**src/rtl/periph_bus_arbiter.sv**
```systemverilog
// periph_bus_arbiter
// Two-master round-robin arbiter and sequencer for the CPU data-side
// peripheral bus. Masters m0 (CPU data port) and m1 (debug/loader engine)
// share one device port that reaches data memory (DM), timer 0 (T0) and
// timer 1 (T1). Each granted request is decoded and checked for legality,
// then either refused immediately or issued as a one-cycle device strobe.
// The device acknowledge is awaited with a bounded timeout, and the result
// is returned to the requester as a one-cycle ack with err and rdata.
// Illegal accesses never reach a device.

module periph_bus_arbiter #(
  // Maximum WAIT cycles without dev_ack before an error response (2..31).
  parameter int unsigned TIMEOUT = 16
) (
  input  logic        clk,
  input  logic        reset,

  // Master 0: CPU data port
  input  logic        m0_req,
  input  logic        m0_we,
  input  logic [31:0] m0_addr,
  input  logic [31:0] m0_wdata,
  input  logic [3:0]  m0_be,
  output logic        m0_ack,
  output logic        m0_err,
  output logic [31:0] m0_rdata,

  // Master 1: debug / loader engine
  input  logic        m1_req,
  input  logic        m1_we,
  input  logic [31:0] m1_addr,
  input  logic [31:0] m1_wdata,
  input  logic [3:0]  m1_be,
  output logic        m1_ack,
  output logic        m1_err,
  output logic [31:0] m1_rdata,

  // Shared device port
  output logic        dev_stb,
  output logic [2:0]  dev_sel,
  output logic        dev_we,
  output logic [31:0] dev_addr,
  output logic [31:0] dev_wdata,
  output logic [3:0]  dev_be,
  input  logic        dev_ack,
  input  logic [31:0] dev_rdata
);

  // ---------------------------------------------------------------------
  // Address map and device select encoding
  // ---------------------------------------------------------------------
  localparam logic [31:0] DM_LAST  = 32'h0000_2FFF;
  localparam logic [31:0] T0_BASE  = 32'h0000_7F00;
  localparam logic [31:0] T0_LAST  = 32'h0000_7F0B;
  localparam logic [31:0] T1_BASE  = 32'h0000_7F10;
  localparam logic [31:0] T1_LAST  = 32'h0000_7F1B;
  // Timer count registers are read-only.
  localparam logic [31:0] T0_COUNT = 32'h0000_7F08;
  localparam logic [31:0] T1_COUNT = 32'h0000_7F18;

  localparam logic [2:0] SEL_NONE = 3'b000;
  localparam logic [2:0] SEL_DM   = 3'b001;
  localparam logic [2:0] SEL_T0   = 3'b010;
  localparam logic [2:0] SEL_T1   = 3'b100;

  // Wide enough for the largest legal TIMEOUT (31).
  localparam int unsigned       CNT_W    = 5;
  localparam logic [CNT_W-1:0]  CNT_LAST = CNT_W'(TIMEOUT - 1);

  typedef enum logic [1:0] {
    IDLE  = 2'd0,
    ISSUE = 2'd1,
    WAIT  = 2'd2,
    RESP  = 2'd3
  } state_t;

  // Request fields of one master, as carried onto the device port.
  typedef struct packed {
    logic        we;
    logic [31:0] addr;
    logic [31:0] wdata;
    logic [3:0]  be;
  } bus_req_t;

  // ---------------------------------------------------------------------
  // Decode and legality helpers
  // ---------------------------------------------------------------------

  // One-hot device select for an address; SEL_NONE when unmapped.
  function automatic logic [2:0] decode_dev(input logic [31:0] addr);
    if (addr <= DM_LAST)                      return SEL_DM;
    if (addr >= T0_BASE && addr <= T0_LAST)   return SEL_T0;
    if (addr >= T1_BASE && addr <= T1_LAST)   return SEL_T1;
    return SEL_NONE;
  endfunction

  // Byte enables must form a naturally aligned word, half or byte that
  // matches the low address bits. Anything else (including 0000) is refused.
  function automatic logic lanes_ok(input logic [3:0] be, input logic [1:0] offset);
    case (be)
      4'b1111: return offset == 2'd0;
      4'b0011: return offset == 2'd0;
      4'b1100: return offset == 2'd2;
      4'b0001: return offset == 2'd0;
      4'b0010: return offset == 2'd1;
      4'b0100: return offset == 2'd2;
      4'b1000: return offset == 2'd3;
      default: return 1'b0;
    endcase
  endfunction

  function automatic logic is_count_reg(input logic [31:0] addr);
    return (addr == T0_COUNT) || (addr == T1_COUNT);
  endfunction

  // ---------------------------------------------------------------------
  // State
  // ---------------------------------------------------------------------
  state_t           state;
  logic             prio_m1;    // 1: m1 wins a tie, 0: m0 wins a tie
  logic             owner_m1;   // master that owns the transaction in flight
  logic [CNT_W-1:0] wait_cnt;   // WAIT cycles elapsed without dev_ack

  // Arbitration / check results for the current IDLE cycle
  logic             any_req;
  logic             grant_m1;
  bus_req_t         win_req;
  logic [2:0]       win_sel;
  logic             win_legal;

  // Response that completes a transaction this cycle, if any
  logic             rsp_valid;
  logic             rsp_to_m1;
  logic             rsp_err;
  logic [31:0]      rsp_rdata;
  logic             wait_expired;

  // Pick the round-robin winner and vet its access before anything is issued.
  always_comb begin
    // NOTE: every signal written in a combinational block is given a default
    // first; a path that left one unassigned would infer a latch.
    any_req  = m0_req | m1_req;
    grant_m1 = m1_req & (~m0_req | prio_m1);

    if (grant_m1) begin
      win_req = '{we: m1_we, addr: m1_addr, wdata: m1_wdata, be: m1_be};
    end else begin
      win_req = '{we: m0_we, addr: m0_addr, wdata: m0_wdata, be: m0_be};
    end

    win_sel   = decode_dev(win_req.addr);
    win_legal = (win_sel != SEL_NONE)
              && lanes_ok(win_req.be, win_req.addr[1:0])
              && ((win_sel == SEL_DM) || (win_req.be == 4'b1111))
              && !(win_req.we && is_count_reg(win_req.addr));
  end

  // Form the completion for this cycle: an immediate refusal in IDLE, or the
  // device acknowledge / timeout in WAIT. dev_ack is ignored everywhere else.
  always_comb begin
    rsp_valid    = 1'b0;
    rsp_to_m1    = owner_m1;
    rsp_err      = 1'b0;
    rsp_rdata    = '0;
    wait_expired = (wait_cnt == CNT_LAST);

    case (state)
      IDLE: begin
        if (any_req && !win_legal) begin
          rsp_valid = 1'b1;
          rsp_to_m1 = grant_m1;
          rsp_err   = 1'b1;
        end
      end
      WAIT: begin
        if (dev_ack) begin
          rsp_valid = 1'b1;
          // Writes return zero rather than whatever the device drives.
          rsp_rdata = dev_we ? '0 : dev_rdata;
        end else if (wait_expired) begin
          rsp_valid = 1'b1;
          rsp_err   = 1'b1;
        end
      end
      default: ;
    endcase
  end

  // Sequencer: state, priority pointer, device port and master responses.
  always_ff @(posedge clk) begin
    // NOTE: registered state uses non-blocking assignments so every flop
    // samples pre-edge values, independent of statement order in the block.
    if (reset) begin
      state     <= IDLE;
      prio_m1   <= 1'b0;
      owner_m1  <= 1'b0;
      wait_cnt  <= '0;
      dev_stb   <= 1'b0;
      dev_sel   <= SEL_NONE;
      dev_we    <= 1'b0;
      dev_addr  <= '0;
      dev_wdata <= '0;
      dev_be    <= '0;
      m0_ack    <= 1'b0;
      m0_err    <= 1'b0;
      m0_rdata  <= '0;
      m1_ack    <= 1'b0;
      m1_err    <= 1'b0;
      m1_rdata  <= '0;
    end else begin
      // Strobe and acks are single-cycle pulses; err/rdata are only
      // non-zero alongside an ack.
      dev_stb  <= 1'b0;
      m0_ack   <= rsp_valid & ~rsp_to_m1;
      m0_err   <= rsp_valid & ~rsp_to_m1 & rsp_err;
      m0_rdata <= (rsp_valid & ~rsp_to_m1) ? rsp_rdata : '0;
      m1_ack   <= rsp_valid & rsp_to_m1;
      m1_err   <= rsp_valid & rsp_to_m1 & rsp_err;
      m1_rdata <= (rsp_valid & rsp_to_m1) ? rsp_rdata : '0;

      case (state)
        IDLE: begin
          if (any_req) begin
            // The loser of this grant is favoured next time.
            prio_m1  <= ~grant_m1;
            owner_m1 <= grant_m1;
            if (win_legal) begin
              dev_stb   <= 1'b1;
              dev_sel   <= win_sel;
              dev_we    <= win_req.we;
              dev_addr  <= win_req.addr;
              dev_wdata <= win_req.wdata;
              dev_be    <= win_req.be;
              state     <= ISSUE;
            end else begin
              // Refused: dev_sel stays clear and no strobe is issued.
              state <= RESP;
            end
          end
        end

        ISSUE: begin
          wait_cnt <= '0;
          state    <= WAIT;
        end

        WAIT: begin
          if (rsp_valid) begin
            state <= RESP;
          end else begin
            wait_cnt <= wait_cnt + CNT_W'(1);
          end
        end

        RESP: begin
          dev_sel <= SEL_NONE;
          state   <= IDLE;
        end

        default: state <= IDLE;
      endcase
    end
  end

endmodule

```
**config.mk**
```make
export PLATFORM = sky130hd
export DESIGN_NAME = periph_bus_arbiter
export DESIGN_NICKNAME = d
export VERILOG_FILES = /design/src/rtl/periph_bus_arbiter.sv
export SDC_FILE = /design/constraint.sdc
export NUM_CORES = 1
export LEC_CHECK = 0
export ABC_AREA = 1
export BUFFER_PORTS_ARGS = -buffer_cell sky130_fd_sc_hd__buf_2
export CORE_UTILIZATION = 41
export DETAILED_ROUTE_END_ITERATION = 10
export PLACE_DENSITY = 0.76
export SLEW_MARGIN = 15
export SYNTH_ARGS = -nofsm -noshare
export SYNTH_HDL_FRONTEND = slang
export SYNTH_SLANG_ARGS = --single-unit
```
**constraint.sdc**
```tcl
create_clock -name clk -period 2.4 [get_ports clk]
set_input_delay 0.48 -clock clk [delete_from_list [all_inputs] [get_ports clk]]
set_output_delay 0.48 -clock clk [all_outputs]
set_load 0.005 [all_outputs]
```
==> summary.md, run 1 <==
| Metric | Value |
|---|---|
| Unrepaired setup endpoints after global routing | yes |
| Drt total wl | ~21 mm |
| Grt total ovfl | 0 |
| Top-count cell post-synth | nand2_1 |
| Final core utilization | between 60% and 70% |
| Register area share after synthesis | approximately half |
| H-tree depth | 4 |
| Total die area | 15300 um2 |
| Vias per std cell | 4.93 |
| Worst reg2reg startpoint | prio_m1 |
| Setup-failing EPs final | between 100 and 150 |
| CP most frequent cell | nand2_1 |
| Setup Skew | 9.47 ps |
| Area Growth Syn to Fin | 59.7% |
| Port bufs | 315 |
| Starting density of the core | 41.9% |
| Crit start category | flop |
| Die Wd | 124 um |
| CP Cell Sequence | inv_4 > nand2_8 > nand2_8 > buf_4 > buf_8 > nand2_2 > nand2_4 > inv_2 > nand2_1 > nor2_1 > nand2_1 > nand2_1 > nand2_1 > a21oi_2 > nand2_1 > nand2_2 > nand2_4 > nor2_4 > buf_6 > buf_16 > o21ai_0 > a31oi_1 |
| Synthesis Warnings | 0 |
| CP required | 2750 ps |
| Worst R2R End | dev_wdata[30] |
| M1 GR Usage | 26.8% |
| Clock period minus worst slack | 2650 ps |
| FMAX | 377 MHz |
| Num rows | 44 |
| Final WS setup | -251 ps |
| CP bufs+invs | 6 |
| Async set-reset flop share out of synthesis | 0% |
| Syn Inst Count | 793 |
| Critical Path Max Stage Delay | 340 ps |
| Met3 Use GR | between 6 and 7% |
| Number of synthesized register bits | 150 |
| Top FF cell, synth | dfxtp_1 |
| Crit path max-delay cell type | dfxtp_2 |
| CTS Sinks | 150 |
| Max-slew violation count | 0 |
| Hold WS | roughly 320 ps |
| Initial antenna violation count | 1 |
| Vias in the first global route | roughly 6100 |
| Met2 Use GR | between 40% and 50% |
| Post-synthesis cell area | 6090 um2 |
| Clock latency on the worst-skew pair | 420 ps |
| Most instantiated cells after synthesis | nand2_1 (198), dfxtp_1 (150), o21ai_0 (69) |
| DP Worst Slack | -348 ps |
| Crit. End Element | flop |
| Layout cells sized above 1 | a little under 50% |
| Area of the multi-input gates | 2900 um2 |
| CTS root buffer | clkbuf_16 |
| Yosys top cell area share | 49.3% |
| 1st-iter DRT viols | 356 |
| Vias post-DR | 6790 |
| Min-Delay Path Class | in2reg |
| Ranking of synthesized cells by area | dfxtp_1 (49%), nand2_1 (12%), o21ai_0 (5.7%) |
| Synth cell types | 38 |
| Tot Pwr | 7.17 mW |
| Tightest Pin Transition | 674 ps |
| Failing checks | setup timing |
| Drt drc | 0 |
| Placer Congestion | 0.844 |
| Total track usage | between 20 and 25% |
| Max-Cap Viols | 0 |
| Synthesized Nets | 974 |
| Global-route wire length before repair | 28.9 mm |
| CTS max path bufs | 2 |
| Floorplan core area | roughly 15000 um2 |
| Reg2reg setup slack | -250 ps |
| Reg clk slew, reported paths | 70 ps |
| Mean Syn Cell Area | around 7.7 um2 |
| CTS Buf Count | 17 |
| Cell Pwr Density | 737 nW/um2 |
| Family with the most delay on the worst path | simple AND/OR/NAND/NOR gates |
| ANT nets after route | 0 |
| Gr busiest metal | met2 |
| WS Path Type | reg2reg |
| Slew headroom | between 50 and 60% |
| Reg area | 3000 um2 |
| Largest net degree at the start of global routing | 52 |
| Die Span Y | 124 um |
| # IOs | 316 |
| Fin. Hold Viols | 0 |
| Post-synth EDFFs | 0 |
| Worst reg2reg path depth | 22 |
| Worst vdd ir | 0.568 mV |
| Filler Cell Count | 1168 |
| Nets | 1359 |
| Critical path endpoint | dev_wdata[30] |
| Wirelength per Cell | 15.1 um |
| Crit path from | prio_m1 |
| CP arrival | 3000 ps |
| Dpl hpwl | 13.2 mm |
| P_leak | 4.97 nW |
| Largest fanout on the critical path | 8 |
| Synth area leader | dfxtp_1 |
| Post-route clock period utilization | 110% |
| Stages on worst setup path | 22 |
| CTS tree | done |
| Drt first pass iters | 6 |
| Outcome | finished, violations left |
-- cells in the final DEF, fill, tap and decap left out, types with 6 or more instances in the layout --
master / count
a21oi_1: 23
a21oi_2: 7
a31oi_1: 33
buf_12: 12
buf_16: 6
buf_2: 315
buf_4: 62
buf_6: 9
clkbuf_16: 22
dfxtp_1: 149
ha_1: 6
inv_1: 67
inv_2: 6
inv_6: 7
nand2_1: 183
nand2_2: 19
nand3_1: 31
nand3b_1: 6
nand4_1: 8
nor2_1: 46
nor2_2: 42
nor2_4: 7
o21ai_0: 33
o21ai_1: 18
o21ai_2: 25
-- flip-flops by register name (all words and copies together), names as in the netlist --
register / flops
dev_addr: 32
dev_wdata: 32
m0_rdata: 32
m1_rdata: 32
wait_cnt: 5
dev_be: 4
dev_sel: 3
state: 2
dev_stb: 1
dev_we: 1
m0_ack: 1
m0_err: 1
m1_ack: 1
m1_err: 1
owner_m1: 1
prio_m1: 1
-- through the flow --
step | instances | TNS, ps | cell area, um2
global placement | 1303 | -35610 | 8230
floorplan | 793 | 0 | 6140
detailed placement | 1303 | -42900 | 8230
CTS | 1365 | -4830 | 9360
global route | 1376 | -45620 | 9730
finish | 1377 | -28080 | 9730
-- cell families (layout without fill, tap and decap cells) --
logic type / after synthesis / in the layout / synth area share (%)
xor gates and xnor gates: 2 / 2 / 0.288
AOI/OAI and AO/OA: 148 / 148 / 13.4
buffers and inverters: 122 / 519 / 8.94
adders and majority gates: 6 / 6 / 1.23
other: 0 / 2 / 0
and+or+nand+nor: 364 / 365 / 26.6
DFF: 150 / 150 / 49.3
muxes: 1 / 1 / 0.164
-- how the worst min path moves through the flow --
stage	end	slack, ps	cells after the start	start
6_report	dev_wdata[14]	320	3	m0_wdata[14]
5_1_grt	m1_rdata[1]	310	3	dev_rdata[1]
4_1_cts	m0_rdata[1]	310	3	dev_rdata[1]
3_5_place_dp	dev_be[1]	430	2	dev_be[1]
3_3_place_gp	dev_addr[14]	430	2	dev_addr[14]
2_1_floorplan	dev_addr[4]	440	2	dev_addr[4]
-- layer usage --
metal | vias to the layer above | wire (um)
li1 | 3324 | -
met1 | 3071 | 7870
met2 | 341 | 10700
met3 | 54 | 1610
met4 | 0 | 623
met5 | - | 0
-- worst min-delay path, delay by kind of cell --
family                 cells  cell delay [ps]
buffers and inverters      1               90
AND/OR/NAND/NOR            1               50
AO/OA/AOI/OAI              1               70
-- final cells by class --
cell class | count | share of cell area [%]
sequential | 150 | 30.9
multi-input combinational | 522 | 29.8
timing repair buffer | 411 | 27.8
clock buffer | 18 | 4.51
inverter | 76 | 3.04
tap | 184 | 2.37
clock inverter | 14 | 1.59
antenna | 2 | 0.0514
-- power breakdown --
group,switching [mW],internal (mW)
Sequential,0.0416,2.57
Clock,1.14,1.50
Combinational,1.09,0.825
Total,2.27,4.90
-- what timing repair did --
action                                  4_1_cts  5_1_grt
pin swaps                                     2       13
buffers inserted                             23        4
resized for setup                            72       68
hold buffers                                  0        0
endpoints found under the setup margin      145      148
gates cloned                                  7        7
Power figures use the tool's default switching activity.
==> run 2, diff against run 1 <==
--- a/config.mk
+++ b/config.mk
@@ -7,9 +7,8 @@
 export LEC_CHECK = 0
 export ABC_AREA = 1
 export BUFFER_PORTS_ARGS = -buffer_cell sky130_fd_sc_hd__buf_2
-export CORE_UTILIZATION = 41
+export CORE_UTILIZATION = 30
 export DETAILED_ROUTE_END_ITERATION = 10
-export PLACE_DENSITY = 0.76
 export SLEW_MARGIN = 15
 export SYNTH_ARGS = -nofsm -noshare
 export SYNTH_HDL_FRONTEND = slang
==> constraint.sdc (replaced) <==
create_clock -name clk -period 2.15 [get_ports clk]
set_input_delay 0.43 -clock clk [delete_from_list [all_inputs] [get_ports clk]]
set_output_delay 0.43 -clock clk [all_outputs]
set_load 0.02 [all_outputs]
==> summary.md, run 2 (synthesis results as in run 1) <==
| Metric | Value |
|---|---|
| Final core utilization | 52.1% (-15 points) |
| CTS root buffer | clkbuf_16 |
| Num rows | 51 (+16%) |
| Layout cells sized above 1 | 51.2% (+2.6 points) |
| Worst vdd ir | 0.489 mV (-14%) |
| Drt first pass iters | 4 (-2) |
| Hold_buf cts | 0 (unchanged) |
| Largest net degree at the start of global routing | 69 (+33%) |
| Min-Delay Path Class | in2reg |
| Crit path max-delay cell type | dfxtp_2 |
| Hold depth | 3 (unchanged) |
| Crit. End Element | flop |
| Dpl hpwl | 14.3 mm (+8.4%) |
| 1st-iter DRT viols | 190 (-47%) |
| Worst reg2reg path depth | 22 (unchanged) |
| CTS Sinks | 150 (unchanged) |
| Diode count | 0 (-2) |
| Final Cell Area | 10200 um2 (+5.3%) |
| CP arrival | 2910 ps (-90 ps) |
| Placer Congestion | 0.802 (-4.9%) |
| Largest fanout on the critical path | 7 (-1) |
| Most frequent cells in the layout | buf_2 (315), nand2_1 (184), dfxtp_1 (149), inv_1 (67), buf_4 (53) |
| Failing checks | setup timing |
| Post-Layout Cell Count | 1457 (+5.8%) |
| Port bufs | 315 (unchanged) |
| Setup Skew | 9.28 ps (-0.191 ps) |
| CTS tree | done |
| CTS Buf Count | 17 (unchanged) |
| Hold Path End | dev_wdata[14] |
| Cell Pwr Density | 840 nW/um2 (+14%) |
| Initial antenna violation count | 1 (unchanged) |
| Die Span Y | 144 um (+17%) |
| FMAX | 383 MHz (+1.6%) |
| Commonest non-fill, non-tap cell in the layout | buf_2 |
| Clock period minus worst slack | 2610 ps (-41.0 ps) |
| Tightest Pin Transition | 455 ps (-218 ps) |
| Max-Cap Viols | 0 (unchanged) |
| Worst R2R End | m0_rdata[23] |
| Unrepaired setup endpoints after global routing | yes |
| Final WS setup | -460 ps (-209 ps) |
| Max-slew violation count | 0 (unchanged) |
| Placed cell area | 8490 um2 (+3.1%) |
| # IOs | 316 (unchanged) |
| CTS max path bufs | 2 (unchanged) |
| P_leak | 5.03 nW (+1.4%) |
| Global-route wire length before repair | 29.1 mm (+0.67%) |
| Placed cells | 1401 (+7.5%) |
| Fin. Hold Viols | 0 (unchanged) |
| Vias per std cell | 4.48 (-9.1%) |
| Clock latency on the worst-skew pair | 420 ps (about the same) |
| Worst reg2reg startpoint | prio_m1 |
| Reg clk slew, reported paths | 70 ps (about the same) |
| Outcome | finished, violations left |
| Nets | 1361 (+0.15%) |
| CP most frequent cell | nand2_8 |
| CP Cell Sequence | inv_4 > nand2_8 > nand2_8 > buf_6 > nand2_1 > nand2_2 > buf_4 > inv_2 > nand2_2 > nor3_2 > nand4_1 > nand2_1 > inv_2 > nand2_4 > buf_12 > nand2_8 > o21ai_4 > nor2_4 > buf_6 > inv_8 > buf_8 > nor2_4 |
| WS Path Type | reg2reg |
| CP required | 2450 ps (-300 ps) |
| Setup-failing EPs final | 148 (unchanged) |
| Setup_tns | -56480 ps (-28400 ps) |
| Post-route clock period utilization | 121% (+11 points) |
| Total die area | 20900 um2 (+36%) |
| Grt total ovfl | 0 (unchanged) |
| Reg2reg setup slack | -460 ps (-210 ps) |
| Drt total wl | 20.8 mm (+0.40%) |
| H-tree depth | 4 (unchanged) |
| Area Growth Syn to Fin | 68.3% |
| Die Wd | 144 um (+17%) |
| Slew headroom | 69.7% (+15 points) |
| Critical Path Max Stage Delay | 340 ps (about the same) |
| Starting density of the core | 31.0% (-11 points) |
| Vias in the first global route | 5722 (-5.8%) |
| ANT nets after route | 0 (unchanged) |
| Floorplan core area | 19700 um2 (+35%) |
| Crit start category | flop |
| Worst Hold Launch | m0_wdata[14] |
| Vias post-DR | 6532 (-3.8%) |
| Hold WS | 271 ps (-46.4 ps) |
| Wirelength per Cell | 14.3 um (-5.1%) |
| Total track usage | 18.2% (-6.2 points) |
| Drt drc | 0 (unchanged) |
-- run 2: cell types whose count changed in the layout (fill, tap and decap cells not counted), moves of 5 or more --
cell      before  now
clkinv_4       0    5
buf_16         6    1
nor2_1        46   22
nor2_2        42   29
o21ai_2       25   20
nor2_4         7   44
nand3_2        5   18
nand3_1       31   18
buf_6          9   14
o21ai_1       18   44
buf_4         62   53
o21ai_0       33   14
-- run 2: how the worst max path moves through the flow --
stage | startpoint | endpoint
after floorplan | m0_req | dev_addr[22]
after global placement | m0_req | m0_rdata[2]
after detailed placement | m0_req | dev_wdata[11]
after CTS | prio_m1 | dev_wdata[11]
after global routing | prio_m1 | m0_rdata[25]
final | prio_m1 | m0_rdata[23]
-- run 2: per-stage QoR --
| step | worst slack, ps | power (mW) |
|---|---|---|
| 2_1_floorplan | -196 | 4.06 |
| 3_3_place_gp | -630 | 4.77 |
| 3_5_place_dp | -740 | 4.77 |
| 4_1_cts | -466 | 8.13 |
| 5_1_grt | -625 | 9.04 |
| 6_report | -460 | 8.61 |
-- run 2: area by class of cell --
type | count | area, um2
Clock inverter | 14 | 224
Clock buffer | 17 | 425
Timing Repair inverter | 1 | 11.3
Inverter | 76 | 300
Multi-Input combinational cell | 523 | 3220
Timing Repair Buffer | 411 | 2740
Fill cell | 1852 | 9410
Tap cell | 265 | 332
Sequential cell | 150 | 3000
-- run 2: critical path, delay by kind of cell (launching register included) --
family	cells	cell delay, ps
simple gates	12	1050
flops	1	340
buf+inv	9	870
compound gates	1	230
-- run 2: report_power, final --
part	leakage [nW]	internal, mW	switching, mW
combinational	3.50	0.992	1.41
clock	0.320	2.07	1.22
sequential	1.21	2.87	0.0478
-- run 2: routing by layer --
layer	vias up	track usage (%)	wire (um)
li1	3336	-	-
met4	0	5.37	195
met5	-	0	0
met3	16	5.36	1560
met2	245	31.9	10400
met1	2935	21.2	8700
-- run 2: what timing repair did --
item / CTS / global route
pin swaps: 1 / 29
buffers inserted: 1 / 10
cloned: 1 / 14
endpoints found under the setup margin: 148 / 148
resized for setup: 14 / 218
==> run 3, diff against run 2 <==
--- a/config.mk
+++ b/config.mk
@@ -9,6 +9,7 @@
 export BUFFER_PORTS_ARGS = -buffer_cell sky130_fd_sc_hd__buf_2
 export CORE_UTILIZATION = 30
 export DETAILED_ROUTE_END_ITERATION = 10
+export GPL_TIMING_DRIVEN = 0
 export SLEW_MARGIN = 15
 export SYNTH_ARGS = -nofsm -noshare
 export SYNTH_HDL_FRONTEND = slang
==> summary.md, run 3 (synthesis results as in run 1) <==
| Metric | Value |
|---|---|
| Fin. Hold Viols | 0 (unchanged) |
| CTS root buffer | clkbuf_16 |
| DP Worst Slack | -850 ps (-109 ps) |
| Tot Pwr | 7.76 mW (-9.9%) |
| Total track usage | 20.0% (+1.8 points) |
| Min-Delay Path Class | in2reg |
| Worst vdd ir | 0.467 mV (-4.5%) |
| 1st-iter DRT viols | 310 (+63%) |
| Nets | 1339 (-1.6%) |
| Hold WS | 275 ps (+3.96 ps) |
| Max-slew violation count | 0 (unchanged) |
| Net switching power | 2.57 mW (-3.9%) |
| Vias per std cell | 4.57 (+1.9%) |
| Initial antenna violation count | 0 (-1) |
| CTS max path bufs | 2 (unchanged) |
| Layout cells sized above 1 | 45.9% (-5.2 points) |
| Grt total ovfl | 0 (unchanged) |
| CTS tree | done |
| Tightest Pin Transition | 658 ps (+203 ps) |
| Global-route wire length before repair | 31.7 mm (+9.1%) |
| Worst reg2reg startpoint | prio_m1 |
| Largest fanout on the critical path | 8 (+1) |
| Final WS setup | -489 ps (-28.8 ps) |
| Vias post-DR | 6560 (+0.43%) |
| Starting density of the core | 31.0% (unchanged) |
| Clock period minus worst slack | 2640 ps (+28.8 ps) |
| Unrepaired setup endpoints after global routing | yes |
| Setup-failing EPs final | 148 (unchanged) |
| Diode count | 0 (unchanged) |
| Comb pwr share | 26.7% (-1.1 points) |
| FMAX | 379 MHz (-1.1%) |
| Vias in the first global route | 6181 (+8.0%) |
| CTS Sinks | 150 (unchanged) |
| Outcome | finished, violations left |
| Commonest non-fill, non-tap cell in the layout | buf_2 |
| Num rows | 51 (unchanged) |
| WS Path Type | reg2reg |
| Die Span Y | 144 um (unchanged) |
| Setup_tns | -61850 ps (-5370 ps) |
| CP arrival | 2990 ps (+80 ps) |
| Dpl hpwl | 15.8 mm (+11%) |
| CP required | 2500 ps (+50 ps) |
| Clock latency on the worst-skew pair | 410 ps (about the same) |
| Drt drc | 0 (unchanged) |
| Slew headroom | 56.1% (-14 points) |
| Wirelength per Cell | 15.0 um (+4.7%) |
| # IOs | 316 (unchanged) |
| H-tree depth | 4 (unchanged) |
| Post-Layout Cell Count | 1436 (-1.4%) |
| Die Wd | 144 um (unchanged) |
| Setup Skew | 7.58 ps (-1.70 ps) |
| Area Growth Syn to Fin | 58.4% |
| Sw Share | 33.1% (+2.1 points) |
| Floorplan core area | 19700 um2 (unchanged) |
| Total die area | 20900 um2 (unchanged) |
| CTS Buf Count | 17 (unchanged) |
| Placer Congestion | 0.856 (+6.7%) |
| Failing checks | setup timing |
| Post-route clock period utilization | 123% (+1.3 points) |
| Max-Cap Viols | 0 (unchanged) |
| Part of the power in the clock network | 35.8% (-2.5 points) |
| Port bufs | 315 (unchanged) |
| Crit. End Element | flop |
| Reg clk slew, reported paths | 70 ps (about the same) |
| P_leak | 4.79 nW (-4.9%) |
| Placed cells | 1373 (-2.0%) |
| Worst Hold Launch | m0_wdata[23] |
| Drt first pass iters | 4 (unchanged) |
| Drt total wl | 21.5 mm (+3.2%) |
| Largest net degree at the start of global routing | 17 (-75%) |
| Sequential power share | 37.6% (+3.7 points) |
| Cell Pwr Density | 804 nW/um2 (-4.3%) |
| ANT nets after route | 0 (unchanged) |
| Most frequent cells in the layout | buf_2 (316), nand2_1 (191), dfxtp_1 (149), inv_1 (65), nor2_2 (44) |
| Crit path from | prio_m1 |
| P_int | 5.19 mW (-13%) |
| Crit start category | flop |
-- run 3: repair_timing --
item | 4_1_cts | 5_1_grt
pin swaps | 17 | 21
endpoints found under the setup margin | 148 | 148
hold buffers | 0 | 0
cloned | 6 | 6
gates resized for setup | 92 | 72
setup buffers | 15 | 6
-- run 3: metal layers --
layer	global-route usage (%)	wire length (um)	vias up
met1	22.9	8500	2979
li1	-	-	3286
met3	6.39	1910	29
met5	0	0	-
met4	7.04	467	0
met2	34.8	10600	266
-- run 3: area by class of cell --
| type | count | area [um2] |
|---|---|---|
| Inverter | 76 | 303 |
| Sequential cell | 150 | 3000 |
| Buffer | 45 | 443 |
| Tap cell | 265 | 332 |
| Clock inverter | 14 | 118 |
| Clock buffer | 18 | 429 |
| Multi-Input combinational cell | 521 | 2960 |
| Fill cell | 1946 | 10000 |
| Timing Repair Buffer | 347 | 2060 |
-- run 3: critical path, cell delays in order (launching register included) --
cell and delay (ps):
dfxtp_2 340, inv_4 50, nand2_8 70, nand2_8 80
buf_8 140, buf_12 130, o21ai_2 110, nand2_1 90
nor2_1 100, nand2_1 80, nor2_4 180, buf_6 120
nand4_1 60, nand2_1 80, inv_2 40, nand2_4 120
nand2_8 80, o21ai_4 180, buf_6 140, nand2_8 100
clkbuf_16 190, nor2_2 80
-- run 3: final timing paths --
kind / depth (start not counted) / to / slack (ps)
max reg2reg: 21 / m1_rdata[7] / -490
min reg2reg: 2 / dev_addr[23] / 440
max: 21 / m1_rdata[7] / -490
min: 3 / dev_wdata[23] / 270
-- run 3: power by group through the flow --
| stage | Combinational, mW | Sequential [mW] | Clock, mW |
|---|---|---|---|
| 3_3_place_gp | 1.59 | 2.97 | 0 |
| 6_report | 2.07 | 2.91 | 2.77 |
| 2_1_floorplan | 1.02 | 3.03 | 0 |
| 4_1_cts | 1.90 | 2.91 | 2.85 |
| 3_5_place_dp | 1.59 | 2.97 | 0 |
| 5_1_grt | 2.26 | 2.92 | 2.99 |
-- run 3: metrics by stage --
| stage | cell area [um2] | utilization [%] |
|---|---|---|
| 2_1_floorplan | 6240 | - |
| 3_3_place_gp | 8150 | 41.5 |
| 3_5_place_dp | 8150 | 41.5 |
| 4_1_cts | 9260 | 47.1 |
| 5_1_grt | 9650 | 49.1 |
| 6_report | 9650 | 49.1 |
